File: config.mk
export PLATFORM = sky130hd
export DESIGN_NAME = operand_fetch_flat
export DESIGN_NICKNAME = d
export VERILOG_FILES = /design/src/rtl/operand_fetch_pkg.sv /design/src/rtl/operand_fetch_if.sv /design/src/rtl/operand_fetch_reg_scoreboard.sv /design/src/rtl/operand_fetch.sv /design/src/flat_wrapper.sv
export SDC_FILE = /design/constraint.sdc
export NUM_CORES = 1
export LEC_CHECK = 0
export BUFFER_PORTS_ARGS = -buffer_cell sky130_fd_sc_hd__buf_2
export CAP_MARGIN = 20
export CORE_MARGIN = 10
export CORE_UTILIZATION = 50
export CTS_CLUSTER_SIZE = 20
export DETAILED_ROUTE_END_ITERATION = 12
export GPL_ROUTABILITY_DRIVEN = 0
export PLACE_DENSITY = 0.94
export SLEW_MARGIN = 20
export SYNTH_ARGS = -nofsm -noshare
export SYNTH_HDL_FRONTEND = slang
export SYNTH_HIERARCHICAL = 1
export SYNTH_SLANG_ARGS = --single-unit
File: constraint.sdc
create_clock -name clk -period 8.86 [get_ports clk]
set_input_delay 0 -clock clk [delete_from_list [all_inputs] [get_ports clk]]
set_output_delay 0 -clock clk [all_outputs]
set_load 0.005 [all_outputs]
File: src/rtl/operand_fetch_pkg.sv
// Shared types for the operand fetch stage.
package operand_fetch_pkg;
  localparam int XLEN     = 32;
  localparam int CTRL_W   = 64;
  localparam int NUM_REGS = 32;

  typedef logic [4:0]        reg_idx_t;
  typedef logic [XLEN-1:0]   word;
  typedef logic [CTRL_W-1:0] ctrl_t;

  typedef struct packed {
    word      rs1_val;
    word      rs2_val;
    reg_idx_t rd;
    logic     rd_w;
    ctrl_t    ctrl;
  } opfetch_bundle_t;

  // One-hot mask for a register index, all zeros when not enabled.
  function automatic logic [NUM_REGS-1:0] idx_mask(input logic en, input reg_idx_t idx);
    logic [NUM_REGS-1:0] one;
    one = {{(NUM_REGS-1){1'b0}}, 1'b1};
    return en ? (one << idx) : '0;
  endfunction
endpackage

File: src/rtl/operand_fetch_if.sv
// Decode/execute/regfile/writeback signals around the operand fetch stage.
// master = environment side, slave = the stage itself.
interface operand_fetch_if
  import operand_fetch_pkg::*;
#(
  parameter int XLEN   = operand_fetch_pkg::XLEN,
  parameter int CTRL_W = operand_fetch_pkg::CTRL_W
);
  logic              in_valid;
  logic              in_ready;
  reg_idx_t          in_rs1, in_rs2;
  logic              in_use_rs1, in_use_rs2;
  reg_idx_t          in_rd;
  logic              in_rd_w;
  logic [CTRL_W-1:0] in_ctrl;
  reg_idx_t          rf_rs1_sel, rf_rs2_sel;
  logic [XLEN-1:0]   rf_rs1_data, rf_rs2_data;
  logic              ex_fwd_valid;
  reg_idx_t          ex_fwd_rd;
  logic [XLEN-1:0]   ex_fwd_data;
  logic              wb_valid;
  reg_idx_t          wb_rd;
  logic              flush;
  logic              out_valid;
  logic              out_ready;
  logic [XLEN-1:0]   out_rs1_val, out_rs2_val;
  reg_idx_t          out_rd;
  logic              out_rd_w;
  logic [CTRL_W-1:0] out_ctrl;

  modport master (
    output in_valid, in_rs1, in_rs2, in_use_rs1, in_use_rs2, in_rd, in_rd_w, in_ctrl,
           rf_rs1_data, rf_rs2_data, ex_fwd_valid, ex_fwd_rd, ex_fwd_data,
           wb_valid, wb_rd, flush, out_ready,
    input  in_ready, rf_rs1_sel, rf_rs2_sel, out_valid, out_rs1_val, out_rs2_val,
           out_rd, out_rd_w, out_ctrl
  );

  modport slave (
    input  in_valid, in_rs1, in_rs2, in_use_rs1, in_use_rs2, in_rd, in_rd_w, in_ctrl,
           rf_rs1_data, rf_rs2_data, ex_fwd_valid, ex_fwd_rd, ex_fwd_data,
           wb_valid, wb_rd, flush, out_ready,
    output in_ready, rf_rs1_sel, rf_rs2_sel, out_valid, out_rs1_val, out_rs2_val,
           out_rd, out_rd_w, out_ctrl
  );
endinterface

File: src/rtl/operand_fetch_reg_scoreboard.sv
// Pending-write bits per architectural register. The pending view already
// excludes a register being written back this cycle, since the regfile
// makes that value readable in the same cycle.
module reg_scoreboard
  import operand_fetch_pkg::*;
(
  input  logic                clk,
  input  logic                rst,
  input  logic                set_en,
  input  reg_idx_t            set_idx,
  input  logic                clr_en,
  input  reg_idx_t            clr_idx,
  input  logic                flush_clr_en,
  input  reg_idx_t            flush_clr_idx,
  output logic [NUM_REGS-1:0] pending
);
  logic [NUM_REGS-1:0] sb_q;

  assign pending = sb_q & ~idx_mask(clr_en, clr_idx);

  // Clears first, then set: a new issue to a register whose writeback
  // lands this same cycle must remain pending.
  always_ff @(posedge clk) begin
    if (rst) sb_q <= '0;
    else begin
      sb_q    <= (sb_q & ~idx_mask(clr_en, clr_idx) & ~idx_mask(flush_clr_en, flush_clr_idx))
               | idx_mask(set_en, set_idx);
      sb_q[0] <= 1'b0;
    end
  end
endmodule

File: src/rtl/operand_fetch.sv
// Operand fetch / issue stage: hazard check, execute-result forwarding and
// registered operand bundle towards execute.
// Optional feature: define OPFETCH_FWD_EN to enable execute-result forwarding;
// without it RAW hazards stall until the writeback cycle.
module operand_fetch
  import operand_fetch_pkg::*;
(
  input logic           clk,
  input logic           rst,
  operand_fetch_if.slave bus
);
  logic [NUM_REGS-1:0] pending;
  logic                fwd_hit1, fwd_hit2;
  logic                hazard, accept;
  word                 rs1_val, rs2_val;
  opfetch_bundle_t     out_q;

  assign bus.rf_rs1_sel = bus.in_rs1;
  assign bus.rf_rs2_sel = bus.in_rs2;

`ifdef OPFETCH_FWD_EN
  assign fwd_hit1 = bus.ex_fwd_valid && (bus.ex_fwd_rd == bus.in_rs1);
  assign fwd_hit2 = bus.ex_fwd_valid && (bus.ex_fwd_rd == bus.in_rs2);
`else
  logic unused_fwd;
  assign fwd_hit1   = 1'b0;
  assign fwd_hit2   = 1'b0;
  assign unused_fwd = ^{bus.ex_fwd_valid, bus.ex_fwd_rd, bus.ex_fwd_data};
`endif

  // RAW on either source (unless forwarded) or WAW on the destination.
  always_comb begin
    hazard = 1'b0;
    if (bus.in_use_rs1 && bus.in_rs1 != '0 && pending[bus.in_rs1] && !fwd_hit1) hazard = 1'b1;
    if (bus.in_use_rs2 && bus.in_rs2 != '0 && pending[bus.in_rs2] && !fwd_hit2) hazard = 1'b1;
    if (bus.in_rd_w && bus.in_rd != '0 && pending[bus.in_rd]) hazard = 1'b1;
  end

  assign bus.in_ready = !hazard && (!out_q_valid() || bus.out_ready) && !bus.flush;
  assign accept       = bus.in_valid && bus.in_ready;

  // Operand select: x0 reads as zero, then forwarded result, then regfile.
  always_comb begin
    rs1_val = bus.rf_rs1_data;
    rs2_val = bus.rf_rs2_data;
    if (fwd_hit1) rs1_val = bus.ex_fwd_data;
    if (fwd_hit2) rs2_val = bus.ex_fwd_data;
    if (bus.in_rs1 == '0) rs1_val = '0;
    if (bus.in_rs2 == '0) rs2_val = '0;
  end

  logic out_valid_q;
  function automatic logic out_q_valid();
    return out_valid_q;
  endfunction

  // Output register: flush drops the held bundle, otherwise load on accept
  // and release after the execute handshake.
  always_ff @(posedge clk) begin
    if (rst) begin
      out_valid_q <= 1'b0;
      out_q       <= '0;
    end else if (bus.flush) begin
      out_valid_q <= 1'b0;
    end else if (accept) begin
      out_valid_q <= 1'b1;
      out_q       <= '{rs1_val: rs1_val, rs2_val: rs2_val, rd: bus.in_rd,
                       rd_w: bus.in_rd_w, ctrl: bus.in_ctrl};
    end else if (bus.out_ready) begin
      out_valid_q <= 1'b0;
    end
  end

  assign bus.out_valid   = out_valid_q;
  assign bus.out_rs1_val = out_q.rs1_val;
  assign bus.out_rs2_val = out_q.rs2_val;
  assign bus.out_rd      = out_q.rd;
  assign bus.out_rd_w    = out_q.rd_w;
  assign bus.out_ctrl    = out_q.ctrl;

  reg_scoreboard u_sb (
    .clk           (clk),
    .rst           (rst),
    .set_en        (accept && bus.in_rd_w && bus.in_rd != '0),
    .set_idx       (bus.in_rd),
    .clr_en        (bus.wb_valid),
    .clr_idx       (bus.wb_rd),
    .flush_clr_en  (bus.flush && out_valid_q && out_q.rd_w),
    .flush_clr_idx (out_q.rd),
    .pending       (pending)
  );
endmodule
File: src/flat_wrapper.sv
// flat-port wrapper written by rule: the top's interface ports become plain ports
module operand_fetch_flat import operand_fetch_pkg::*;
  (clk, rst, bus_in_valid, bus_in_rs1, bus_in_rs2, bus_in_use_rs1, bus_in_use_rs2, bus_in_rd, bus_in_rd_w, bus_in_ctrl, bus_rf_rs1_data, bus_rf_rs2_data, bus_ex_fwd_valid, bus_ex_fwd_rd, bus_ex_fwd_data, bus_wb_valid, bus_wb_rd, bus_flush, bus_out_ready, bus_in_ready, bus_rf_rs1_sel, bus_rf_rs2_sel, bus_out_valid, bus_out_rs1_val, bus_out_rs2_val, bus_out_rd, bus_out_rd_w, bus_out_ctrl);
  operand_fetch_if bus_i ();
  input logic clk;
  input logic rst;
  input wire logic [$bits(bus_i.in_valid)-1:0] bus_in_valid;
  input wire logic [$bits(bus_i.in_rs1)-1:0] bus_in_rs1;
  input wire logic [$bits(bus_i.in_rs2)-1:0] bus_in_rs2;
  input wire logic [$bits(bus_i.in_use_rs1)-1:0] bus_in_use_rs1;
  input wire logic [$bits(bus_i.in_use_rs2)-1:0] bus_in_use_rs2;
  input wire logic [$bits(bus_i.in_rd)-1:0] bus_in_rd;
  input wire logic [$bits(bus_i.in_rd_w)-1:0] bus_in_rd_w;
  input wire logic [$bits(bus_i.in_ctrl)-1:0] bus_in_ctrl;
  input wire logic [$bits(bus_i.rf_rs1_data)-1:0] bus_rf_rs1_data;
  input wire logic [$bits(bus_i.rf_rs2_data)-1:0] bus_rf_rs2_data;
  input wire logic [$bits(bus_i.ex_fwd_valid)-1:0] bus_ex_fwd_valid;
  input wire logic [$bits(bus_i.ex_fwd_rd)-1:0] bus_ex_fwd_rd;
  input wire logic [$bits(bus_i.ex_fwd_data)-1:0] bus_ex_fwd_data;
  input wire logic [$bits(bus_i.wb_valid)-1:0] bus_wb_valid;
  input wire logic [$bits(bus_i.wb_rd)-1:0] bus_wb_rd;
  input wire logic [$bits(bus_i.flush)-1:0] bus_flush;
  input wire logic [$bits(bus_i.out_ready)-1:0] bus_out_ready;
  output wire logic [$bits(bus_i.in_ready)-1:0] bus_in_ready;
  output wire logic [$bits(bus_i.rf_rs1_sel)-1:0] bus_rf_rs1_sel;
  output wire logic [$bits(bus_i.rf_rs2_sel)-1:0] bus_rf_rs2_sel;
  output wire logic [$bits(bus_i.out_valid)-1:0] bus_out_valid;
  output wire logic [$bits(bus_i.out_rs1_val)-1:0] bus_out_rs1_val;
  output wire logic [$bits(bus_i.out_rs2_val)-1:0] bus_out_rs2_val;
  output wire logic [$bits(bus_i.out_rd)-1:0] bus_out_rd;
  output wire logic [$bits(bus_i.out_rd_w)-1:0] bus_out_rd_w;
  output wire logic [$bits(bus_i.out_ctrl)-1:0] bus_out_ctrl;
  assign bus_i.in_valid = bus_in_valid;
  assign bus_i.in_rs1 = bus_in_rs1;
  assign bus_i.in_rs2 = bus_in_rs2;
  assign bus_i.in_use_rs1 = bus_in_use_rs1;
  assign bus_i.in_use_rs2 = bus_in_use_rs2;
  assign bus_i.in_rd = bus_in_rd;
  assign bus_i.in_rd_w = bus_in_rd_w;
  assign bus_i.in_ctrl = bus_in_ctrl;
  assign bus_i.rf_rs1_data = bus_rf_rs1_data;
  assign bus_i.rf_rs2_data = bus_rf_rs2_data;
  assign bus_i.ex_fwd_valid = bus_ex_fwd_valid;
  assign bus_i.ex_fwd_rd = bus_ex_fwd_rd;
  assign bus_i.ex_fwd_data = bus_ex_fwd_data;
  assign bus_i.wb_valid = bus_wb_valid;
  assign bus_i.wb_rd = bus_wb_rd;
  assign bus_i.flush = bus_flush;
  assign bus_i.out_ready = bus_out_ready;
  assign bus_in_ready = bus_i.in_ready;
  assign bus_rf_rs1_sel = bus_i.rf_rs1_sel;
  assign bus_rf_rs2_sel = bus_i.rf_rs2_sel;
  assign bus_out_valid = bus_i.out_valid;
  assign bus_out_rs1_val = bus_i.out_rs1_val;
  assign bus_out_rs2_val = bus_i.out_rs2_val;
  assign bus_out_rd = bus_i.out_rd;
  assign bus_out_rd_w = bus_i.out_rd_w;
  assign bus_out_ctrl = bus_i.out_ctrl;
  operand_fetch u_core (.clk(clk), .rst(rst), .bus(bus_i));
endmodule
Word-level counts from Yosys, hierarchy flattened
Index checks and enable logic that the tools add are counted.
{"block": "op_classes", "reduce_logical": 25, "n_lt_le_gt_ge": 3, "n_shift": 3, "bitwise": 6, "n_mux": 16}
{"op": "$mux W32", "n": 5}
{"op": "$shl A1 B5 Y32 const A", "n": 3}
{"op": "$and A32 B32 Y32", "n": 2}
{"op": "$not A32 Y32", "n": 2}
{"op": "$or A32 B32 Y32", "n": 1}
{"op": "$lt A5 B6 Y1 const B", "n": 3}
{"op": "$bmux W1 S5", "n": 3}
{"op": "$reduce_bool A5 Y1", "n": 3}
{"op": "$logic_and A1 B1 Y1", "n": 13}
{"op": "$logic_not A5 Y1", "n": 2}
{"op": "$mux W1", "n": 8}
{"op": "$logic_not A1 Y1", "n": 3}
{"op": "$reduce_and A2 Y1", "n": 1}
{"op": "$reduce_bool A2 Y1", "n": 1}
{"op": "$reduce_or A2 Y1", "n": 1}
{"op": "$logic_or A1 B1 Y1", "n": 1}
{"op": "$not A1 Y1", "n": 1}
{"block": "totals", "register_bits": 167, "word_cells": 61, "in_bits": 195}

Depth between registers and ports, before layout
{"block": "logic_depth", "depth_word": 18, "depth_mapped": 14, "ltp_nobuf": 12}

Hierarchy
The synthesis kept the hierarchy.
{"mod": "operand_fetch", "seq_area_each_um2": 2702.6, "area_per_inst_um2": 6836.6, "instances": 1, "cells_per_inst": 679}
{"mod": "reg_scoreboard", "seq_area_each_um2": 620.6, "area_per_inst_um2": 1687.9, "instances": 1, "cells_per_inst": 218}

Least setup slack after synthesis
Ideal clock, no wire load.
{"block": "synth_path", "kind": "input-to-reg", "from": "in bus_wb_rd[0]", "to": "reg u_core.u_sb.sb_q[16]", "stages": 14, "setup_time_ps": 92, "n_path_buf": 2, "arrival_time_ps": 3265, "path_slack_ps": 5503, "cell_sequence": "or4b_4 > o21ai_2 > inv_1 > mux4_2 > a22o_1 > o311ai_0 > o22ai_1 > nor4_1 > buf_4 > buf_8 > nor2b_1 > nor2b_1 > nand3b_1 > o32ai_1"}
{"block": "synth_between", "elab_chain_cells": 18, "word_cells_on_any_way": 25, "cone_classes": "1 x shift; 11 x mux; 4 x bitwise; 9 x reduce/logical"}
{"item": "from (decl)", "line": "flat_wrapper.sv:21", "rtl": "input wire logic [$bits(bus_i.wb_rd)-1:0] bus_wb_rd;"}
{"item": "$shl A1 B5 Y32 (*)", "line": "operand_fetch_pkg.sv:23", "rtl": "return en ? (one << idx) : '0;"}
{"item": "$mux W32 (*)", "line": "operand_fetch_pkg.sv:23"}
{"item": "$not A32 Y32 (*)", "line": "operand_fetch_reg_scoreboard.sv:19", "rtl": "assign pending = sb_q & ~idx_mask(clr_en, clr_idx);"}
{"item": "$and A32 B32 Y32 (*)", "line": "operand_fetch_reg_scoreboard.sv:19"}
{"item": "via u_core.pending[4]", "line": "operand_fetch.sv:12", "rtl": "logic [NUM_REGS-1:0] pending;"}
{"item": "$bmux W1 S5", "line": "operand_fetch.sv:34", "rtl": "if (bus.in_use_rs1 && bus.in_rs1 != '0 && pending[bus.in_rs1] && !fwd_hit1) hazard = 1'b1;"}
{"item": "$mux W1 (not written as such)", "line": "operand_fetch.sv:34"}
{"item": "$logic_and A1 B1 Y1", "line": "operand_fetch.sv:34"}
{"item": "$mux W1", "line": "operand_fetch.sv:34"}
{"item": "$mux W1", "line": "operand_fetch.sv:35", "rtl": "if (bus.in_use_rs2 && bus.in_rs2 != '0 && pending[bus.in_rs2] && !fwd_hit2) hazard = 1'b1;"}
{"item": "$mux W1 (*)", "line": "operand_fetch.sv:36", "rtl": "if (bus.in_rd_w && bus.in_rd != '0 && pending[bus.in_rd]) hazard = 1'b1;"}
{"item": "$logic_not A1 Y1 (*)", "line": "operand_fetch.sv:39", "rtl": "assign bus.in_ready = !hazard && (!out_q_valid() || bus.out_ready) && !bus.flush;"}
{"item": "$logic_and A1 B1 Y1 (*) (2 in a row)", "line": "operand_fetch.sv:39"}
{"item": "$logic_and A1 B1 Y1 (*)", "line": "operand_fetch.sv:40", "rtl": "assign accept = bus.in_valid && bus.in_ready;"}
{"item": "$logic_and A1 B1 Y1 (*) (2 in a row)", "line": "operand_fetch.sv:84", "rtl": ".set_en (accept && bus.in_rd_w && bus.in_rd != '0),"}
{"item": "$mux W32 (*)", "line": "operand_fetch_pkg.sv:23"}
{"item": "$or A32 B32 Y32 (*)", "line": "operand_fetch_reg_scoreboard.sv:27", "rtl": "| idx_mask(set_en, set_idx);"}
{"item": "to (signal assigned)", "line": "operand_fetch_reg_scoreboard.sv:26", "rtl": "sb_q <= (sb_q & ~idx_mask(clr_en, clr_idx) & ~idx_mask(flush_clr_en, flush_clr_idx))"}
{"item": "to (decl)", "line": "operand_fetch_reg_scoreboard.sv:17", "rtl": "logic [NUM_REGS-1:0] sb_q;"}
The timed path passes the listed nets; every way through them passes the cells marked *. The select of a mux whose other input is x is not followed.
A chain may end at the register's enable or synchronous reset.

Worst setup path after layout
{"block": "layout_path", "from": "reg u_core.u_sb.sb_q[3]", "to": "reg u_core.u_sb.sb_q[16]"}
{"block": "layout_between", "elab_chain_cells": 15, "word_cells_on_any_way": 21, "cone_classes": "10 x mux; 2 x bitwise; 9 x reduce/logical"}
{"item": "$and A32 B32 Y32 (*)", "line": "operand_fetch_reg_scoreboard.sv:19"}
{"item": "via u_core.pending[3]", "line": "operand_fetch.sv:12"}
{"item": "$bmux W1 S5", "line": "operand_fetch.sv:34"}
{"item": "$mux W1 (not written as such)", "line": "operand_fetch.sv:34"}
{"item": "$logic_and A1 B1 Y1", "line": "operand_fetch.sv:34"}
{"item": "$mux W1", "line": "operand_fetch.sv:34"}
{"item": "$mux W1", "line": "operand_fetch.sv:35"}
{"item": "$mux W1 (*)", "line": "operand_fetch.sv:36"}
{"item": "$logic_not A1 Y1 (*)", "line": "operand_fetch.sv:39"}
{"item": "$logic_and A1 B1 Y1 (*) (2 in a row)", "line": "operand_fetch.sv:39"}
{"item": "$logic_and A1 B1 Y1 (*)", "line": "operand_fetch.sv:40"}
{"item": "$logic_and A1 B1 Y1 (*) (2 in a row)", "line": "operand_fetch.sv:84"}
{"item": "$mux W32 (*)", "line": "operand_fetch_pkg.sv:23"}
{"item": "$or A32 B32 Y32 (*)", "line": "operand_fetch_reg_scoreboard.sv:27"}
Marked as above.

==> impl_metrics.ini <==
[status]
status = finished clean

[floorplan]
rows = 47
fp.coreArea_sq_um = 16600
pin_count = 341
die_area_sq_um = 22700
chipHeight_um = 151
die_x_um = 151
start_util = 0.512

[synth]
synthArstFlopShare = 0
syn_avg_cell_area_sq_um = 9.50
synthSimpleGateAreaFrac = 0.250
synth_edf_count = 0
synth_seq_area_share = 0.390
syn-num-nets = 1092
synth_top_family_by_area = simple AND/OR/NAND/NOR gates
synth_cell_types = 47
synth_compound_area_frac = 0.0674
synth_xor_area_frac = 0
synth_area_sq_um = 8520
ys.flop_type = dfxtp_1
ys_warn_count = 6
synthAdderAreaFrac = 0
synth_mux_area_frac = 0.229
synthCells = 897
ys_ff_latch = 166

[setup_path]
crit_fanout = 6
crit_chain = o21ai_1 > inv_1 > mux4_2 > a22o_1 > o311ai_0 > o22ai_1 > nor4_2 > nor2b_1 > nor2b_1 > nand3b_1 > o32ai_1
critPathLaunch = u_core/u_sb/sb_q[3]$_SDFF_PP0_
end_kind = flip-flop
r2r_start = u_core/u_sb/sb_q[3]$_SDFF_PP0_
reg2regPathDepth = 11
crit_top_cell = nor2b_1
timing.rr.end = u_core/u_sb/sb_q[16]$_SDFF_PP0_
critPathSlowestCell = nor2b_1
arrival_ns = 4.32
critPathRequiredTime_ns = 9.17
critPathMaxStageDelay_ns = 0.59
rrSetupSlack_ns = 4.85
crit_path_start_kind = flip-flop
path_class = flip-flop to flip-flop

[timing]
min_period_ns = 4.01
rsz0062_at_grt = false
relSlewSlack = 0.265
drv_slew = 0
skew_ns = 0.0160
finalHoldViolCount = 0
tns_ns = 0
setup_viol = 0
fmax_ghz = 0.250
tightest_slew_ns = 1.10
fin_crit_sh = 0.452

[cells_and_area]
fin_util = 0.717
multi_input_area_sq_um = 4680
fill_cells = 1045
drive_above_1_share = 0.285
syn_to_final_growth_pct = 40.0
nNetsFinal = 1474
finalInstanceArea_sq_um = 11900
ff_latch_area_sq_um = 3320

[clock_tree]
clock-sinks = 166
insertion_delay_ns = 0.42
path_clk_slew_ns = 0.07
htreeDepth = 4
cts_tree = built
cts_resized = 0
cts_buffers = 17
clockBufferDepth = 2
cts-root-buf = clkbuf_16

[job]
drv_cap = 0

[power]
cellPowerDensity_nw_per_um2 = 160
leakage_nw = 5.29
vdd_drop_max_v = 0.000134

[place]
place_area_sq_um = 9960
dp_hpwl_mm = 19.0
portBuffers = 302

[global_route]
grt_pass1_vias = 8696
grt_pass1_wl_mm = 48.2
grt_max_degree = 138
overflow = 0
grt_antenna_before_repair = 2
grt_usage = 0.266

[drt]
vias = 8458
wl_met3_mm = 3.35
routed.top_layer = met4
met1_length_mm = 11.1
drtIter0Drc = 1112
wl_met2_mm = 15.7
ant_nets = 0
wl_mm = 31.6
drt_first_pass_iters = 6
wire_per_inst_um = 20.8
route.detailed.drc = 0
vias_per_cell = 5.59

[hold_path]
hold_class = primary input to flip-flop
whs_path_depth = 3
min_to = u_core/bus.out_rd[1]$_SDFFE_PP0P_
hold_start = bus_in_rd[1]
==> final cells by class <==
class,instances,area share
inverters,34,0.0107
flip-flops and latches,166,0.279
clock buffers,18,0.0368
repair buffers,437,0.241
clock inverters,14,0.0176
diodes,2,0.000419
multi-input cells,623,0.392
well taps,220,0.0231
==> per-stage QoR <==
step           power [mW]  hold WS (ns)  setup slack [ns]  std cells
2_1_floorplan       0.947        0.0808              5.50        897
3_3_place_gp         1.03         0.189              4.78       1348
3_5_place_dp         1.04         0.190              4.76       1348
4_1_cts              1.90        0.0161              5.14       1512
5_1_grt              1.97        0.0671              4.79       1514
6_report             1.91        0.0374              4.85       1514
==> what timing repair did <==
item,4_1_cts,5_1_grt
hold buffers,132,0
buffers inserted,0,0
endpoints found under the hold margin,133,0
==> where the power goes <==
part / switching (mW) / leakage (nW) / internal, mW
clock: 0.331 / 0.318 / 0.490
combinational: 0.140 / 3.62 / 0.150
sequential: 0.0198 / 1.35 / 0.777
==> placed cells by master, fill, tap and decap left out, drive strengths merged, types with 3 or more instances in the layout <==
cell type    count
mux2i          143
dfxtp          166
nand2b         211
nand2           77
nand4b           7
a211oi           3
o21ai           32
nand3            7
o32ai           31
dlygate4sd3    132
inv             41
bufinv           4
clkbuf          18
nor2b            9
buf            305
nand3b           6
nand4            3
nor2            35
or2              3
mux4            22
nand4bb          6
==> how the worst max path moves through the flow <==
| stage | slack, ns | end |
|---|---|---|
| finish | 4.85 | u_core/u_sb/sb_q[16]$_SDFF_PP0_ |
| global route | 4.79 | u_core/u_sb/sb_q[16]$_SDFF_PP0_ |
| CTS | 5.14 | u_core/u_sb/sb_q[16]$_SDFF_PP0_ |
| detailed placement | 4.76 | u_core/u_sb/sb_q[28]$_SDFF_PP0_ |
| global placement | 4.78 | u_core/u_sb/sb_q[16]$_SDFF_PP0_ |
| floorplan | 5.50 | u_core/u_sb/sb_q[16]$_SDFF_PP0_ |
==> Yosys cell counts, types with 4 or more instances <==
| library cell | instances | share of area |
|---|---|---|
| buf_2 | 4 | 0.0023 |
| buf_4 | 21 | 0.018 |
| buf_8 | 5 | 0.0088 |
| clkbuf_1 | 44 | 0.019 |
| dfxtp_1 | 166 | 0.39 |
| inv_1 | 34 | 0.015 |
| mux2i_1 | 143 | 0.17 |
| mux4_2 | 22 | 0.058 |
| nand2_1 | 77 | 0.034 |
| nand2b_1 | 211 | 0.15 |
| nand3_1 | 7 | 0.0041 |
| nand3b_1 | 6 | 0.0053 |
| nand4b_1 | 7 | 0.0072 |
| nand4bb_1 | 6 | 0.0079 |
| nor2_1 | 35 | 0.015 |
| nor2b_1 | 9 | 0.0066 |
| o21ai_1 | 28 | 0.016 |
| o32ai_1 | 31 | 0.032 |
==> logic make-up (layout without fill, tap and decap cells) <==
logic type,Yosys count,after routing
buf+inv,108,503
flops,166,166
simple gates,375,375
compound gates,80,80
other cells,1,3
mux,167,167
==> worst max-delay path: cells and delay by family, from the launching register on <==
family	cells	cell delay (ns)
AOI/OAI and AO/OA	5	1.18
buffers and inverters	1	0.14
DFF	1	0.31
muxes	1	0.48
and+or+nand+nor	4	1.80
==> per-layer routing <==
| metal | GRT usage | up-vias |
|---|---|---|
| met3 | 0.0735 | 128 |
| li1 | - | 3829 |
| met1 | 0.295 | 3942 |
| met5 | 0 | - |
| met2 | 0.460 | 559 |
| met4 | 0.132 | 0 |
==> sequential cells by signal, summed over array words and instances, names as in the netlist <==
register	flops
u_core/bus.out_valid	1
u_core/bus.out_ctrl	64
u_core/bus.out_rd	5
u_core/bus.out_rd_w	1
u_core/bus.out_rs1_val	32
u_core/u_sb/sb_q	31
u_core/bus.out_rs2_val	32
Power figures use the tool's default switching activity.
